===== config.mk =====
export PLATFORM = sky130hd
export DESIGN_NAME = sales_tally
export DESIGN_NICKNAME = d
export VERILOG_FILES = /design/src/rtl/sales_tally_pkg.sv /design/src/rtl/bcd_inc_sat.sv /design/src/rtl/sales_tally.sv
export SDC_FILE = /design/constraint.sdc
export NUM_CORES = 1
export LEC_CHECK = 0
export CORE_UTILIZATION = 40
export CTS_CLUSTER_SIZE = 20
export DETAILED_ROUTE_END_ITERATION = 7
export DONT_BUFFER_PORTS = 1
export MAX_ROUTING_LAYER = met4
export REMOVE_ABC_BUFFERS = 1
export SKIP_CTS_REPAIR_TIMING = 1
export SYNTH_ARGS = -nofsm -noshare
export SYNTH_HDL_FRONTEND = slang
export SYNTH_HIERARCHICAL = 1
export SYNTH_SLANG_ARGS = --single-unit

===== constraint.sdc =====
create_clock -name clk -period 3 [get_ports clk]
set_input_delay 0.6 -clock clk [delete_from_list [all_inputs] [get_ports clk]]
set_output_delay 0.6 -clock clk [all_outputs]
set_load 0.1 [all_outputs]

===== src/rtl/sales_tally_pkg.sv =====
// Shared constants and FSM encoding for the per-slot sales tally.
// Latency: n/a. Backpressure: n/a.
// BCD digit width, slot count and saturation limits live here.
package sales_tally_pkg;

    localparam int          NUM_SLOTS    = 7;
    localparam logic [7:0]  MAX_BCD      = 8'h99;
    localparam logic [11:0] MAX_TOTAL    = 12'h999;
    localparam int          DIGIT_W      = 4;
    localparam int          SLOT_DIGITS  = 2;
    localparam int          TOTAL_DIGITS = 3;

    typedef enum logic [1:0] {
        ST_IDLE = 2'd0,
        ST_UPD  = 2'd1,
        ST_ACK  = 2'd2
    } state_t;

endpackage


===== src/rtl/bcd_inc_sat.sv =====
// N-digit packed-BCD incrementer; holds its input and flags sat at SAT_VAL.
// Latency: combinational. Backpressure: none.
module bcd_inc_sat
    import sales_tally_pkg::*;
#(
    parameter int                         DIGITS  = 2,
    parameter logic [DIGIT_W*DIGITS-1:0]  SAT_VAL = {DIGITS{4'h9}}
) (
    input  logic [DIGIT_W*DIGITS-1:0] val,
    output logic [DIGIT_W*DIGITS-1:0] inc,
    output logic                      sat
);

    always_comb begin
        logic carry;
        inc   = val;
        carry = 1'b1;
        sat   = (val == SAT_VAL);
        for (int i = 0; i < DIGITS; i++) begin
            if (carry) begin
                if (val[i*DIGIT_W +: DIGIT_W] >= 4'd9) begin
                    inc[i*DIGIT_W +: DIGIT_W] = '0;
                end else begin
                    inc[i*DIGIT_W +: DIGIT_W] = val[i*DIGIT_W +: DIGIT_W] + 4'd1;
                    carry = 1'b0;
                end
            end
        end
        if (sat) inc = val;
    end

endmodule


===== src/rtl/sales_tally.sv =====
// Per-slot 2-digit BCD sold counters plus 3-digit grand total, with ok/reject acks.
// Latency: ack pulse 2 cycles after a valid sale edge (1 for slot 0); view mux 1 cycle.
// Backpressure: sale edges arriving while busy are dropped, never queued.
module sales_tally
    import sales_tally_pkg::*;
(
    input  logic        clk,
    input  logic        EN,
    input  logic        sale,
    input  logic [2:0]  sale_slot,
    input  logic        clr,
    input  logic [2:0]  view_slot,
    output logic [3:0]  sold1,
    output logic [3:0]  sold2,
    output logic [11:0] total,
    output logic        sale_ok,
    output logic        sale_rej,
    output logic        busy
);

    state_t     state;
    logic       sale_d;
    logic       clr_d;
    logic [2:0] slot_q;
    logic [7:0] cnt [0:NUM_SLOTS];

    logic       sale_e;
    logic       clr_e;
    logic [7:0] slot_nxt;
    logic       slot_sat;
    logic [11:0] total_nxt;
    logic       total_sat;
    logic [7:0] view_nxt;

    assign sale_e = sale & ~sale_d;
    assign clr_e  = clr & ~clr_d;
    assign busy   = (state != ST_IDLE);

    bcd_inc_sat #(
        .DIGITS  (SLOT_DIGITS),
        .SAT_VAL (MAX_BCD)
    ) u_slot_inc (
        .val (cnt[slot_q]),
        .inc (slot_nxt),
        .sat (slot_sat)
    );

    bcd_inc_sat #(
        .DIGITS  (TOTAL_DIGITS),
        .SAT_VAL (MAX_TOTAL)
    ) u_total_inc (
        .val (total),
        .inc (total_nxt),
        .sat (total_sat)
    );

    // Forward the value being written in UPD so the display lines up with the ack.
    always_comb begin
        view_nxt = cnt[view_slot];
        if (view_slot == 3'd0) begin
            view_nxt = '0;
        end else if (state == ST_UPD && !slot_sat && view_slot == slot_q) begin
            view_nxt = slot_nxt;
        end
    end

    always_ff @(posedge clk or negedge EN) begin
        if (!EN) begin
            state    <= ST_IDLE;
            sale_d   <= 1'b1;
            clr_d    <= 1'b1;
            slot_q   <= '0;
            total    <= '0;
            sold1    <= '0;
            sold2    <= '0;
            sale_ok  <= 1'b0;
            sale_rej <= 1'b0;
            for (int i = 0; i <= NUM_SLOTS; i++) cnt[i] <= '0;
        end else begin
            sale_d   <= sale;
            clr_d    <= clr;
            sale_ok  <= 1'b0;
            sale_rej <= 1'b0;
            {sold2, sold1} <= view_nxt;
            if (clr_e) begin
                state <= ST_IDLE;
                total <= '0;
                sold1 <= '0;
                sold2 <= '0;
                for (int i = 0; i <= NUM_SLOTS; i++) cnt[i] <= '0;
            end else begin
                unique case (state)
                    ST_IDLE: begin
                        if (sale_e) begin
                            if (sale_slot == 3'd0) begin
                                sale_rej <= 1'b1;
                                state    <= ST_ACK;
                            end else begin
                                slot_q <= sale_slot;
                                state  <= ST_UPD;
                            end
                        end
                    end
                    ST_UPD: begin
                        if (slot_sat) begin
                            sale_rej <= 1'b1;
                        end else begin
                            sale_ok      <= 1'b1;
                            cnt[slot_q]  <= slot_nxt;
                            if (!total_sat) total <= total_nxt;
                        end
                        state <= ST_ACK;
                    end
                    ST_ACK:  state <= ST_IDLE;
                    default: state <= ST_IDLE;
                endcase
            end
        end
    end

endmodule

==> results_dict.tcl, run 1 <==
set metrics [dict create \
    status "complete, but fails checks" \
    violations "design-rule violations" \
    worstHoldPathType "input pin to async pin" \
    initialDrtViolationCount 344 \
    ys_warn_count 6 \
    cts_tree "done" \
    dpl.cell_count 765 \
    clock-sinks 93 \
    num_vias 4489 \
    grt_pass1_wl_um 25000 \
    layout_min_cycle_time_ns 2.95 \
    hpwl_um 10900 \
    start_util_pct 40.8 \
    worstPathRequired_ns 3.22 \
    crit_family "multiplexers" \
    cp-endpoint "cnt[0]$_DFFE_PN0P_" \
    cp_max_fo 5 \
    num-nets-final 634 \
    synthAdderAreaFrac_pct 3.33 \
    synth_top_area_share_pct 40.4 \
    io_buffers 0 \
    cts_max_path_buffers 2 \
    vdd_drop_max_v 0.000269 \
    reg2reg_to "cnt[0]$_DFFE_PN0P_" \
    p_per_area_nw_per_um2 486 \
    fin_worst_skew_ns 0.00838 \
    yosys.area_share.xor_xnor_pct 1.09 \
    setup_viol 0 \
    synth_compound_area_share_pct 8.83 \
    fin_crit_sh_pct 98.3 \
    seqCellArea_um2 2330 \
    p_leak_nw 3.22 \
    timing.rr.start "slot_q[0]$_DFFE_PN0P_" \
    clk_pin_slew_ns 0.06 \
    clockRootBuffer "clkbuf_16" \
    grt.met3_usage_pct 2.97 \
    multi_input_area_um2 3200 \
    drt-vias-per-instance 5.65 \
    area_delta_synth_final_pct 23.6 \
    crit_type "register to register" \
    fp.dieArea_um2 14600 \
    gp_congestion 0.929 \
    r2r_cells 12 \
    synthSimpleGateAreaFrac_pct 17.5 \
    rsz0062_at_grt "yes" \
    path_cells "buf_6 -> mux4_2 -> mux2_4 -> ha_4 -> nand2_4 -> nor4_4 -> buf_4 -> nor3b_4 -> and4_4 -> buf_8 -> mux2i_1 -> nor2_1" \
    yosysSeqAreaShare_pct 41.3 \
    drtPass1Iterations 7 \
    wl_per_cell_um 20.0 \
    met1_usage_pct 29.3 \
    yosys_register_bits 93 \
    gr-max-usage-layer "met2" \
    cp.arrival_ns 3.17 \
    crit_cells 12 \
    setup_tns_ns 0 \
    cp-end-kind "register" \
    fillers 1238 \
    synth_top_cells_by_area "dfrtp_1 (40%), mux2i_1 (11%), mux4_2 (10%)" \
    max_stage_delay_ns 0.49 \
    yosysUniqueCellTypes 59 \
    num_rows 43 \
    use_met2_pct 38.2 \
    die_y_um 121 \
    crit_buf_inv 3 \
    die_x_um 121 \
    antenna_found_initial 0 \
    cts_buffers 9 \
    drive_above_1_share_pct 30.1 \
    worstSetupStartpoint "slot_q[0]$_DFFE_PN0P_" \
    wl_um 15900 \
    relSlewSlack_pct 38.9 \
    hold_viol_final 0 \
    synth.area.mux_share_pct 23.0 \
    crit_path_start_kind "register" \
    grt.total_usage_pct 23.5 \
    async_flop_share_pct 100 \
    io_pins 33 \
    worstMarginPinSlew_ns 0.918 \
    maxSlewViolCount 0 \
    synthTopCellsByCount "dfrtp_1 (91), mux2i_1 (62), nand2_1 (61)" \
    synth_edf_count 0 \
    n_antenna_cell 0 \
    synth-main-ff-cell "dfrtp_1" \
    synth_area_leader_cell "dfrtp_1" \
    postSynthCellCount 550 \
    p_total_w 0.00339 \
    grt_pass1_vias 4605 \
    grt_max_degree 94 \
    max_freq_ghz 0.339 \
    core_um2 13800 \
    syn_area_um2 5640 \
    ant_nets 0 \
    grt_overflow 0 \
    reg2reg_slack_ns 0.05 \
    clk_latency_ns 0.35 \
    htree_levels 3 \
    layout.cells.non_filler 794 \
    syn-mean-instance-area_um2 10.3 \
    post-route-drc-count 1 \
    synth_top_family_by_area "multiplexers" \
    cap_violations 0 \
    crit_path_top_delay_cell "mux4_2" \
    synth.most_common_cell "dfrtp_1" \
]
[worst min path at each step]
stage | start | endpoint
6_report | EN | clr_d$_DFF_PN1_
5_1_grt | EN | clr_d$_DFF_PN1_
4_1_cts | EN | total[3]$_DFFE_PN0P_
3_5_place_dp | EN | total[3]$_DFFE_PN0P_
3_3_place_gp | EN | total[2]$_DFFE_PN0P_
2_1_floorplan | EN | cnt[0]$_DFFE_PN0P_
[per-stage QoR]
stage	worst slack (ns)	utilization (%)	hold WS, ns	cell area, um^2
6_report	0.0511	50.4	0.0878	6980
5_1_grt	-0.0344	50.4	0.0704	6980
4_1_cts	-0.153	48.1	-0.0778	6650
3_5_place_dp	-0.151	45.7	0.307	6320
3_3_place_gp	-0.116	45.7	0.307	6320
2_1_floorplan	-1.22	-	0.304	5430
[per-layer routing]
metal | vias up | routed length (um)
met5 | - | 0
met4 | 0 | 418
met3 | 31 | 967
met2 | 127 | 7880
met1 | 2260 | 6600
li1 | 2071 | -
[power breakdown]
group	leakage (nW)	total, W	switching [W]	internal [W]
registers	1.28	0.00136	0.0000735	0.00129
logic	1.78	0.000763	0.000429	0.000334
clock network	0.156	0.00126	0.000485	0.000777
total	3.22	0.00339	0.000988	0.00240
[state kept, by name, indices dropped and copies added, names as in the netlist, 2 cells and up]
register	count
cnt	64
total	12
sold1	4
sold2	4
slot_q	3
state	2
[cell type report]
cell class,count,share of cell area [%]
Clock inverter,3,0.969
Inverter,18,1.00
Multi-Input combinational cell,395,45.9
Sequential cell,93,33.4
Clock buffer,13,3.73
Tap cell,180,3.23
Timing Repair Buffer,92,11.8
[cells by family (layout without fill, tap and decap cells)]
group / count (synthesis) / in the layout
and+or+nand+nor: 197 / 197
muxes: 97 / 97
DFF: 93 / 93
AOI/OAI and AO/OA: 79 / 79
buffers and inverters: 62 / 126
adders and majority gates: 15 / 15
xor gates and xnor gates: 7 / 7
[worst register-to-register path, delay by kind of cell (launching register included)]
family	cells	cell delay, ns
adder cells (fa/ha/maj)	1	0.18
buffers and inverters	3	0.44
flip-flops	1	0.40
multiplexers	3	1.00
AND/OR/NAND/NOR	5	0.82
[placed cells by master (no fill, tap or decap), drive strengths merged, types with 4 or more instances in the layout]
cell | synthesis | routed
nor2b | 6 | 6
mux2i | 62 | 62
buf | 21 | 92
nor3 | 9 | 9
nand2 | 61 | 61
a211oi | 8 | 8
inv | 18 | 18
nand2b | 4 | 4
o21ai | 13 | 13
clkbuf | 23 | 13
nor2 | 59 | 59
nand3 | 36 | 36
a21oi | 37 | 37
mux4 | 25 | 25
mux2 | 10 | 10
o31ai | 4 | 4
ha | 15 | 15
dfrtp | 91 | 91
xnor2 | 6 | 6
(Power assumes the default switching activity.)
==> run 2: changes to the inputs <==
--- a/config.mk
+++ b/config.mk
@@ -7,3 +7,3 @@
 export LEC_CHECK = 0
-export CORE_UTILIZATION = 40
+export CORE_UTILIZATION = 35
 export CTS_CLUSTER_SIZE = 20
@@ -13,2 +13,3 @@
 export REMOVE_ABC_BUFFERS = 1
+export SETUP_SLACK_MARGIN = 0.05
 export SKIP_CTS_REPAIR_TIMING = 1
--- a/constraint.sdc
+++ b/constraint.sdc
@@ -3,2 +3,2 @@
 set_output_delay 0.6 -clock clk [all_outputs]
-set_load 0.1 [all_outputs]
+set_load 0.01 [all_outputs]
==> run 2 against run 1 <==
  * Via count decreased by 0.27%
  * Hold slack worse by 0.0020 ns
  * Final cell count increased by 2.8%
  * Cell area grew 1.9%
  * Power shrank 0.47%
  * The flow finishes with violations (negative setup slack)
  * Clock-buffer cell count shrank 2
  * Routed wire length up 0.21%
  * Critical path depth stayed put
  * Clock skew is 0.0041 ns lower
  * Die area rose by 14%
==> results_dict.tcl, run 2 (synthesis gave the netlist of run 1 again) <==
set metrics [dict create \
    status "complete, but fails checks" \
    violations "negative setup slack" \
    wl_um 15900 \
    layout_min_cycle_time_ns 3.09 \
    hold_viol_final 0 \
    largest_reg_flops 64 \
    fin_crit_sh_pct 103 \
    cp_max_fo 8 \
    cp.arrival_ns 3.31 \
    grt_max_degree 94 \
    placed_area_um2 6240 \
    crit_type "register to register" \
    reg2reg_slack_ns -0.09 \
    clock-sinks 93 \
    hpwl_um 10400 \
    cts_buffers 9 \
    grt_pass1_vias 4458 \
    place_ws_ns -0.306 \
    cts_max_path_buffers 2 \
    setup_viol 38 \
    num_rows 46 \
    fin_ws_ns -0.0862 \
    post-route-drc-count 0 \
    num-nets-final 620 \
    final_cell_mix "dfrtp_1 (90), mux2i_1 (59), nor2_1 (51)" \
    rsz0062_at_grt "yes" \
    crit_path_start_kind "register" \
    area_delta_synth_final_pct 26.0 \
    clk_pin_slew_ns 0.07 \
    wl_per_cell_um 19.5 \
    ant_nets 0 \
    clockRootBuffer "clkbuf_16" \
    worstMarginPinSlew_ns 0.660 \
    vdd_drop_max_v 0.000302 \
    fillers 1459 \
    initialDrtViolationCount 271 \
    setup_tns_ns -1.55 \
    die_y_um 129 \
    core_um2 15800 \
    n_antenna_cell 0 \
    seqCellArea_um2 2330 \
    p_leak_nw 3.19 \
    cap_violations 0 \
    cp-end-kind "register" \
    final_common_cell "dfrtp_1" \
    io_buffers 0 \
    crit_path_top_delay_cell "dfrtp_2" \
    max_freq_ghz 0.324 \
    drive_above_1_share_pct 32.2 \
    multi_input_area_um2 3310 \
    p_per_area_nw_per_um2 474 \
    cts_tree "done" \
    grt_overflow 0 \
    fp.dieArea_um2 16600 \
    gp_congestion 0.872 \
    regMostFlops "cnt" \
    path_cells "buf_6 -> mux4_2 -> mux2_4 -> ha_4 -> nand2_4 -> nor4_4 -> buf_4 -> nor3b_4 -> and4_4 -> buf_12 -> mux2i_1 -> nor2_1" \
    grt.total_usage_pct 20.3 \
    worstHoldPathType "input pin to async pin" \
    worstPathRequired_ns 3.23 \
    grt_pass1_wl_um 24500 \
    drtPass1Iterations 4 \
    clk_latency_ns 0.35 \
    antenna_found_initial 0 \
    max_stage_delay_ns 0.48 \
    drt-vias-per-instance 5.49 \
    htree_levels 3 \
    start_util_pct 35.6 \
    relSlewSlack_pct 55.6 \
    num_vias 4477 \
    io_pins 33 \
    fin_worst_skew_ns 0.00426 \
    reg_top3 "cnt x64, total x12" \
    die_x_um 129 \
    maxSlewViolCount 0 \
    post-route-cell-area_um2 7110 \
]
[run 2: cell types whose count changed in the layout (fill, tap and decap cells not counted), moves of 6 or more]
cell / previous run / this run
buf_4: 73 / 42
buf_6: 10 / 24
nand2_1: 59 / 49
nand2_2: 1 / 9
nor2_1: 59 / 51
nor2_2: 0 / 6
[run 2: metal layers]
metal / vias up / track usage, % / wire length (um)
met1: 2296 / 24.3 / 6870
met5: - / - / 0
met2: 102 / 33.8 / 7990
met3: 34 / 2.91 / 532
met4: 0 / 9.41 / 501
li1: 2045 / - / -
[run 2: worst paths after layout]
path / start / to / cells after the start
hold / removal: EN / clr_d$_DFF_PN1_ / 0
min in group clk: clr / clr_d$_DFF_PN1_ / 0
setup reg to reg: slot_q[0]$_DFFE_PN0P_ / cnt[4]$_DFFE_PN0P_ / 12
hold reg to reg: cnt[45]$_DFFE_PN0P_ / cnt[45]$_DFFE_PN0P_ / 2
max in group asynchronous: EN / cnt[61]$_DFFE_PN0P_ / 1
setup / recovery: slot_q[0]$_DFFE_PN0P_ / cnt[4]$_DFFE_PN0P_ / 12
[run 2: cell type report]
| cell class | count | area share [%] |
|---|---|---|
| Clock buffer | 11 | 3.56 |
| Clock inverter | 5 | 1.16 |
| Inverter | 18 | 0.986 |
| Multi-Input combinational cell | 396 | 46.6 |
| Sequential cell | 93 | 32.8 |
| Tap cell | 216 | 3.80 |
| Timing Repair Buffer | 77 | 11.1 |
[run 2: power by group]
part	internal [W]	switching, W
Clock	0.000775	0.000501
Combinational	0.000339	0.000414
Sequential	0.00129	0.0000506
Total	0.00241	0.000966
[run 2: critical path: cells and delay by family, from the launching register on]
family	cells	cell delay, ns
flops	1	0.48
fa+ha+maj	1	0.18
mux	3	0.99
simple gates	5	0.85
buf+inv	3	0.44
[run 2: through the flow]
stage | util (%) | total power [W] | std cells | hold slack [ns]
6_report | 44.9 | 0.00337 | 816 | 0.0858
3_3_place_gp | 39.4 | 0.00195 | 783 | 0.307
4_1_cts | 41.5 | 0.00324 | 799 | -0.0759
3_5_place_dp | 39.4 | 0.00196 | 783 | 0.307
2_1_floorplan | - | 0.00168 | 506 | 0.304
5_1_grt | 44.9 | 0.00349 | 816 | 0.0734
